**src/rtl/drive_mode_pkg.sv**
```systemverilog
// Shared types and constants for the rover drive-mode controller.
//   mode_t  : top-level operating mode (IDLE / CAM / IR)
//   cam_t   : autonomous-follow sub-state
//   drive_t : command sent to the motor PWM driver
//   CODE_*  : decoded IR remote keys
//   HEX_*   : active-low {g,f,e,d,c,b,a} seven-segment glyphs for the mode display
package drive_mode_pkg;

  typedef enum logic [1:0] {
    MODE_IDLE = 2'b00,
    MODE_CAM  = 2'b01,
    MODE_IR   = 2'b10
  } mode_t;

  typedef enum logic [1:0] {
    CAM_SEARCH = 2'b00,
    CAM_FOLLOW = 2'b01,
    CAM_LOST   = 2'b10,
    CAM_PAUSE  = 2'b11
  } cam_t;

  typedef enum logic [2:0] {
    DRV_STOP  = 3'b000,
    DRV_LEFT  = 3'b001,
    DRV_RIGHT = 3'b010,
    DRV_FWD   = 3'b011,
    DRV_REV   = 3'b100
  } drive_t;

  localparam logic [7:0] CODE_CAM    = 8'h0F;
  localparam logic [7:0] CODE_IR     = 8'h13;
  localparam logic [7:0] CODE_IDLE   = 8'h10;
  localparam logic [7:0] CODE_FWD    = 8'h02;
  localparam logic [7:0] CODE_LEFT   = 8'h04;
  localparam logic [7:0] CODE_RIGHT  = 8'h06;
  localparam logic [7:0] CODE_REV    = 8'h08;
  localparam logic [7:0] CODE_STOP   = 8'h05;
  localparam logic [7:0] CODE_SPD_UP = 8'h01;
  localparam logic [7:0] CODE_SPD_DN = 8'h03;

  localparam logic [6:0] HEX_IDLE = 7'b0111111;  // '-'
  localparam logic [6:0] HEX_CAM  = 7'b1000110;  // 'C'
  localparam logic [6:0] HEX_IR   = 7'b1111001;  // '1'

  function automatic logic [6:0] hex_glyph(input mode_t m);
    case (m)
      MODE_CAM: hex_glyph = HEX_CAM;
      MODE_IR:  hex_glyph = HEX_IR;
      default:  hex_glyph = HEX_IDLE;
    endcase
  endfunction

endpackage

```
**src/rtl/presence_filter.sv**
```systemverilog
// Debounce for the raw target-detected flag.
//   clk_50      in  system clock
//   reset_n     in  synchronous reset, active low
//   target_seen in  raw detection flag
//   seen_f      out high once target_seen has been high for N consecutive cycles
// The counter saturates at N and drops to zero on any low sample.
module presence_filter #(
  parameter int N = 4
) (
  input  logic clk_50,
  input  logic reset_n,
  input  logic target_seen,
  output logic seen_f
);

  localparam int CNT_W = $clog2(N + 1);
  localparam logic [CNT_W-1:0] CNT_MAX = CNT_W'(N);

  logic [CNT_W-1:0] count_q;
  logic [CNT_W-1:0] count_d;

  always_comb begin
    count_d = '0;
    if (target_seen) begin
      count_d = (count_q == CNT_MAX) ? count_q : count_q + CNT_W'(1);
    end
  end

  always_ff @(posedge clk_50) begin
    if (!reset_n) begin
      count_q <= '0;
    end else begin
      count_q <= count_d;
    end
  end

  assign seen_f = (count_q == CNT_MAX);

endmodule

```
**src/rtl/drive_mode_controller.sv**
```systemverilog
// Rover mode arbiter between the IR decoder / camera tracker and the motor PWM driver.
//   clk_50      in   50 MHz system clock
//   reset_n     in   synchronous reset, active low
//   ir_valid    in   one-cycle strobe, ir_code holds a new key
//   ir_code     in   decoded remote key
//   cam_dir     in   001 left, 010 right, 011 centre, other = no bearing
//   cam_speed   in   requested follow speed
//   target_seen in   raw target-detected flag
//   mode        out  mode_t
//   cam_state   out  cam_t
//   drive_cmd   out  drive_t
//   drive_speed out  speed for drive_cmd
//   mode_change out  one-cycle pulse when mode or cam_state changes
//   hex_mode    out  active-low mode glyph for HEX7
// All outputs are registered; every next-state value is derived from the
// next mode so that mode, cam_state and drive change on the same edge.
module drive_mode_controller
  import drive_mode_pkg::*;
#(
  parameter int SPEED_W      = 2,
  parameter int MAX_SPEED    = 2,
  parameter int SEARCH_SPEED = 0,
  parameter int DET_CYCLES   = 4,
  parameter int LOST_CYCLES  = 25_000_000,
  parameter int IR_TIMEOUT   = 12_500_000
) (
  input  logic               clk_50,
  input  logic               reset_n,
  input  logic               ir_valid,
  input  logic [7:0]         ir_code,
  input  logic [2:0]         cam_dir,
  input  logic [SPEED_W-1:0] cam_speed,
  input  logic               target_seen,
  output logic [1:0]         mode,
  output logic [1:0]         cam_state,
  output logic [2:0]         drive_cmd,
  output logic [SPEED_W-1:0] drive_speed,
  output logic               mode_change,
  output logic [6:0]         hex_mode
);

  localparam int LOST_W = $clog2(LOST_CYCLES + 1);
  localparam int WD_W   = $clog2(IR_TIMEOUT + 1);

  localparam logic [LOST_W-1:0]  LOST_LAST  = LOST_W'(LOST_CYCLES - 1);
  localparam logic [WD_W-1:0]    WD_LAST    = WD_W'(IR_TIMEOUT - 1);
  localparam logic [SPEED_W-1:0] MAX_SPD    = SPEED_W'(MAX_SPEED);
  localparam logic [SPEED_W-1:0] SEARCH_SPD = SPEED_W'(SEARCH_SPEED);

  function automatic logic [SPEED_W-1:0] clamp_speed(input logic [SPEED_W-1:0] s);
    clamp_speed = (s > MAX_SPD) ? MAX_SPD : s;
  endfunction

  function automatic logic [SPEED_W-1:0] speed_up(input logic [SPEED_W-1:0] s);
    speed_up = (s >= MAX_SPD) ? MAX_SPD : s + SPEED_W'(1);
  endfunction

  function automatic logic [SPEED_W-1:0] speed_dn(input logic [SPEED_W-1:0] s);
    speed_dn = (s == '0) ? '0 : s - SPEED_W'(1);
  endfunction

  mode_t              mode_q, mode_d;
  cam_t               cam_q, cam_d;
  drive_t             drive_cmd_q, drive_cmd_d;
  logic [SPEED_W-1:0] drive_speed_q, drive_speed_d;
  logic               mode_change_q, mode_change_d;
  logic [6:0]         hex_q, hex_d;
  drive_t             man_cmd_q, man_cmd_d;
  logic [SPEED_W-1:0] man_spd_q, man_spd_d;
  logic [LOST_W-1:0]  lost_cnt_q, lost_cnt_d;
  logic [WD_W-1:0]    wd_cnt_q, wd_cnt_d;
  logic               seen_f;

  presence_filter #(
    .N (DET_CYCLES)
  ) u_presence_filter (
    .clk_50      (clk_50),
    .reset_n     (reset_n),
    .target_seen (target_seen),
    .seen_f      (seen_f)
  );

  // Mode selection and camera sub-FSM
  always_comb begin
    mode_d = mode_q;
    if (ir_valid) begin
      case (ir_code)
        CODE_CAM:  mode_d = MODE_CAM;
        CODE_IR:   mode_d = MODE_IR;
        CODE_IDLE: mode_d = MODE_IDLE;
        default:   mode_d = mode_q;
      endcase
    end

    cam_d = cam_q;
    if (mode_d != MODE_CAM) begin
      cam_d = CAM_PAUSE;
    end else begin
      case (cam_q)
        CAM_PAUSE:  cam_d = CAM_SEARCH;
        CAM_SEARCH: cam_d = seen_f ? CAM_FOLLOW : CAM_SEARCH;
        CAM_FOLLOW: cam_d = target_seen ? CAM_FOLLOW : CAM_LOST;
        CAM_LOST: begin
          // Re-acquisition takes priority over the timeout.
          if (seen_f) begin
            cam_d = CAM_FOLLOW;
          end else if (lost_cnt_q == LOST_LAST) begin
            cam_d = CAM_SEARCH;
          end else begin
            cam_d = CAM_LOST;
          end
        end
        default: cam_d = CAM_PAUSE;
      endcase
    end

    lost_cnt_d = '0;
    if (cam_q == CAM_LOST && cam_d == CAM_LOST) begin
      lost_cnt_d = lost_cnt_q + LOST_W'(1);
    end
  end

  // Manual IR driving and no-key watchdog
  always_comb begin
    man_cmd_d = man_cmd_q;
    man_spd_d = man_spd_q;
    wd_cnt_d  = '0;
    if (mode_d == MODE_IR) begin
      if (mode_q != MODE_IR) begin
        man_cmd_d = DRV_STOP;
      end else if (ir_valid) begin
        case (ir_code)
          CODE_FWD:    man_cmd_d = DRV_FWD;
          CODE_LEFT:   man_cmd_d = DRV_LEFT;
          CODE_RIGHT:  man_cmd_d = DRV_RIGHT;
          CODE_REV:    man_cmd_d = DRV_REV;
          CODE_STOP:   man_cmd_d = DRV_STOP;
          CODE_SPD_UP: man_spd_d = speed_up(man_spd_q);
          CODE_SPD_DN: man_spd_d = speed_dn(man_spd_q);
          default:     man_cmd_d = man_cmd_q;
        endcase
      end else if (wd_cnt_q == WD_LAST) begin
        // Park at the terminal count so STOP keeps being reasserted.
        man_cmd_d = DRV_STOP;
        wd_cnt_d  = wd_cnt_q;
      end else begin
        wd_cnt_d = wd_cnt_q + WD_W'(1);
      end
    end
  end

  // Output selection
  always_comb begin
    drive_cmd_d   = DRV_STOP;
    drive_speed_d = '0;
    case (mode_d)
      MODE_CAM: begin
        case (cam_d)
          CAM_SEARCH: begin
            drive_cmd_d   = DRV_RIGHT;
            drive_speed_d = SEARCH_SPD;
          end
          CAM_FOLLOW: begin
            case (cam_dir)
              3'b001: begin
                drive_cmd_d   = DRV_LEFT;
                drive_speed_d = clamp_speed(cam_speed);
              end
              3'b010: begin
                drive_cmd_d   = DRV_RIGHT;
                drive_speed_d = clamp_speed(cam_speed);
              end
              3'b011: begin
                drive_cmd_d   = DRV_FWD;
                drive_speed_d = clamp_speed(cam_speed);
              end
              default: begin
                drive_cmd_d   = DRV_STOP;
                drive_speed_d = '0;
              end
            endcase
          end
          CAM_LOST: begin
            drive_cmd_d   = drive_cmd_q;
            drive_speed_d = drive_speed_q;
          end
          default: begin
            drive_cmd_d   = DRV_STOP;
            drive_speed_d = '0;
          end
        endcase
      end
      MODE_IR: begin
        drive_cmd_d   = man_cmd_d;
        drive_speed_d = man_spd_d;
      end
      default: begin
        drive_cmd_d   = DRV_STOP;
        drive_speed_d = '0;
      end
    endcase

    mode_change_d = (mode_d != mode_q) || (cam_d != cam_q);
    hex_d         = hex_glyph(mode_d);
  end

  // State registers
  always_ff @(posedge clk_50) begin
    if (!reset_n) begin
      mode_q        <= MODE_IDLE;
      cam_q         <= CAM_PAUSE;
      drive_cmd_q   <= DRV_STOP;
      drive_speed_q <= '0;
      mode_change_q <= 1'b0;
      hex_q         <= HEX_IDLE;
      man_cmd_q     <= DRV_STOP;
      man_spd_q     <= '0;
      lost_cnt_q    <= '0;
      wd_cnt_q      <= '0;
    end else begin
      mode_q        <= mode_d;
      cam_q         <= cam_d;
      drive_cmd_q   <= drive_cmd_d;
      drive_speed_q <= drive_speed_d;
      mode_change_q <= mode_change_d;
      hex_q         <= hex_d;
      man_cmd_q     <= man_cmd_d;
      man_spd_q     <= man_spd_d;
      lost_cnt_q    <= lost_cnt_d;
      wd_cnt_q      <= wd_cnt_d;
    end
  end

  assign mode        = mode_q;
  assign cam_state   = cam_q;
  assign drive_cmd   = drive_cmd_q;
  assign drive_speed = drive_speed_q;
  assign mode_change = mode_change_q;
  assign hex_mode    = hex_q;

endmodule
```
**config.mk**
```make
export PLATFORM = sky130hd
export DESIGN_NAME = drive_mode_controller
export DESIGN_NICKNAME = d
export VERILOG_FILES = /design/src/rtl/drive_mode_pkg.sv /design/src/rtl/presence_filter.sv /design/src/rtl/drive_mode_controller.sv
export SDC_FILE = /design/constraint.sdc
export NUM_CORES = 1
export LEC_CHECK = 0
export BUFFER_PORTS_ARGS = -buffer_cell sky130_fd_sc_hd__buf_2
export CORE_MARGIN = 2
export CORE_UTILIZATION = 55
export DETAILED_ROUTE_END_ITERATION = 12
export PLACE_DENSITY = 0.77
export SYNTH_ARGS = -nofsm -noshare
export SYNTH_HDL_FRONTEND = slang
export SYNTH_HIERARCHICAL = 1
export SYNTH_SLANG_ARGS = --single-unit
```
**constraint.sdc**
```tcl
create_clock -name clk_50 -period 3.9 [get_ports clk_50]
set_clock_uncertainty 0.2 [all_clocks]
set_input_delay 0.585 -clock clk_50 [delete_from_list [all_inputs] [get_ports clk_50]]
set_output_delay 0.585 -clock clk_50 [all_outputs]
set_load 0.02 [all_outputs]
```
==> results.md <==
- Status: finished clean
- Post-detailed-placement cell area: 3820 um2
- DR vias/cell: 5.81
- Hold buffers post-CTS: 0
- Gate count after technology mapping: 435
- Post-route non-filler standard cell count: 542
- Clock-pin transition on the worst setup and hold timing paths: 0.08 ns
- Antenna violations before repair: 0
- Via count of the first global-routing pass: 2,994
- Final hold violation count: 0
- Crit Reg-Reg Startpoint: wd_cnt_q[15]
- Syn_area_per_cell: 8.50 um2
- All-layer global routing usage: 21.8%
- First-pass GRT wire length: 13,100 um
- Average detailed-routed wire length per instance: 14.3 um
- Final-report max-slew violation count: 0
- Warnings from Yosys: 6
- Number of clock sinks: 70
- Synth Area in XOR/XNOR: 10.4%
- Timing startpoint of the critical path: ir_code[5]
- Initial standard-cell utilization of the core: 57.5%
- Proportion of layout cells with a drive suffix above 1: 15.1%
- Weighted congestion at the end of routability-driven global placement: 0.863
- Die ar.: 7390 um2
- Number of register bits inferred by synthesis: 70
- Total placed cells including tap cells: 526
- Inserted Diodes: 0
- Detail Route Antenna Nets: 0
- Smallest hold slack: 0.278 ns
- Via total after detailed routing: 3,148
- Largest net degree at the start of global routing: 26
- Total core area: 6420 um2
- Leakage power total: 1.38 nW
- Worst setup SP type: primary input
- Final setup viols: 0
- Async set-or-reset flop fraction in the synthesized netlist: 0%
- Worst slew margin relative to its limit: 33.6%
- Setup bufs post-CTS: 0
- Proportion of synthesized chip area in sequential cells: 37.9%
- Clock tree from TritonCTS: built
- IR drop worst, VDD: 0.205 mV
- Post-layout nets: 484
- Element type at the critical path end: flip-flop
- Sum of overflow across all layers after global routing: 0
- Fraction of the mapped netlist area in compound gates: 12.8%
- Post-Syn Area: 3700 um2
- Peak clock frequency supported by timing: 301 MHz
- Maximum fanout encountered on the critical timing path: 9
- Distinct cell type count after synthesis: 60
- Setup total negative slack: 0 ns
- HPWL reported at the end of detailed placement: 5540 um
- Clock buffer count from CTS: 9
- Type of the most critical hold path: flip-flop to flip-flop
- Maximum buffer depth of the clock tree: 2
- Final critical delay including setup and external delays: 3.32 ns
- Aggregate routed wire length: 7770 um
- Top Ports: 34
- Fraction of synthesized area in multiplexers: 0.948%
- DRC violation total after the first TritonRoute iteration: 107
- PostCTS Resize Cnt: 0
- Unrepaired setup endpoints after global routing: false
- Number of buffers inserted by port buffering: 33
- Primary FF master, synth: dfxtp_1
- Post-Synth Simple-Gate Area: 29.9%
- Adder-cell share of the synthesized area: 2.37%
- Net Count, Synth: 459
- Arrival time of data at the critical path endpoint: 3.40 ns
- Maximum level of the CTS H-tree: 3
- Standard-cell rows: 29
- Die width: 86.0 um
- TritonRoute pass-1 iters: 5
- Cell chosen for the clock root: clkbuf_8
- Slew at the pin closest to its max-slew limit: 0.987 ns
- Clock latency on the worst-skew pair: 0.35 ns
- Vertical die dimension: 86.0 um
- Data required time of the critical path: 3.98 ns
- Number of flops mapped to enable cells by yosys: 0
- Count of max-cap constraint violations: 0
- DRC errors left: 0
- Power density of the placed cells: 360 nW/um2
- Post-Layout Inst Area: 4060 um2
- Worst min-delay path startpoint: drive_cmd[0]
- Dominant combinational cell family by area after synthesis: simple AND/OR/NAND/NOR gates
- WS Path Type: primary input to flip-flop
- Fraction of the cycle the final worst path needs: 85.1%
- Layout overhead on the synthesized area: 9.75%
- End-of-flow core utilization: 63.2%
## cells by family (layout without fill, tap and decap cells)
kind of cell               count (synthesis)  count (layout)
AOI/OAI and AO/OA                         67              67
xor gates and xnor gates                  44              44
adders and majority gates                  7               7
buffers and inverters                     35              65
DFF                                       70              70
muxes                                      3               3
and+or+nand+nor                          209             209
## synth_stat cells (all sizes together) (2+ instances only)
master	instances	share of area, %
nand3	23	3.1
a21o	2	0.44
a32oi	2	0.47
nor2	68	6.9
nor3	8	1.2
dfxtp	70	38
or2	4	0.68
nand2	27	2.7
nand3b	4	0.81
inv	14	1.4
a31oi	2	0.34
a21boi	3	0.61
xor2	26	6.2
xnor2	18	4.3
or4	5	1.1
and2	5	0.91
clkbuf	8	1.4
nor4	8	1.5
o21ai	13	1.8
o2111ai	11	2.6
nor2b	4	0.68
and3b	2	0.47
o211ai	5	1.0
ha	7	2.4
and2b	2	0.47
nor4bb	3	0.81
o22ai	6	1.0
nor3b	4	0.81
buf	13	2.8
or3	6	1.2
mux2i	2	0.54
a21oi	12	1.6
o21a	3	0.61
nand4	13	2.2
nand2b	7	1.2
and3	13	2.2
## placed cells by master, fill, tap and decap left out, types with 13 or more instances in the layout
cell,count
nand4_1,13
xnor2_1,18
nand2_1,27
o21ai_0,13
inv_1,14
xor2_1,26
buf_2,33
nor2_1,68
dfxtp_1,70
nand3_1,23
## per-layer routing
layer  part of all wire (%)  wire, um  track usage, %  vias up
met5                      0         0               0        -
met4                    1.5       116            8.51        0
met3                    3.9       303            4.72       12
met1                     45      3510            26.8     1496
met2                     49      3840            37.3       60
li1                       -         -               -     1580
## final timing paths
kind	end	cells after the start	slack (ns)
worst max-delay path	drive_speed[1]	11	0.58
worst min-delay path	drive_cmd[0]	2	0.28
worst max register to register	wd_cnt_q[21]	5	1.31
worst min register to register	drive_cmd[0]	2	0.28
## state kept, by name, indices dropped and copies added (netlist names)
signal,count
mode,2
man_cmd_q,3
cam_state,2
drive_speed,2
hex_mode,3
lost_cnt_q,25
u_presence_filter/count_q,3
drive_cmd,3
man_spd_q,2
wd_cnt_q,24
mode_change,1
## critical path, stage by stage
cell and delay [ns]:
buf_2 0.11, or4_4 0.56, or3_4 0.43, mux2_4 0.28, a22oi_4 0.23, ha_1 0.35
nand2b_1 0.11, a211oi_1 0.30, a32oi_1 0.10, and3_1 0.21, o22ai_1 0.14
## layout make-up
type                            count  area, um2
Clock buffer                       10        128
Clock inverter                      6        110
Fill cell                         564       2370
Inverter                           14       52.6
Multi-Input combinational cell    330       2090
Sequential cell                    70       1400
Tap cell                           77       96.3
Timing Repair Buffer               35        180
## metrics by stage
stage               setup WS, ns  power [W]
finish                     0.580    0.00146
global route               0.352    0.00151
CTS                        0.628    0.00147
detailed placement         0.261   0.000777
global placement           0.320   0.000776
floorplan                  0.455   0.000766
## power by group
part	switching, W	internal, W
combinational	0.0000262	0.0000178
clock	0.000274	0.000424
sequential	0.00000125	0.000716
total	0.000302	0.00116
No activity file was read; power rests on OpenSTA's default activity.
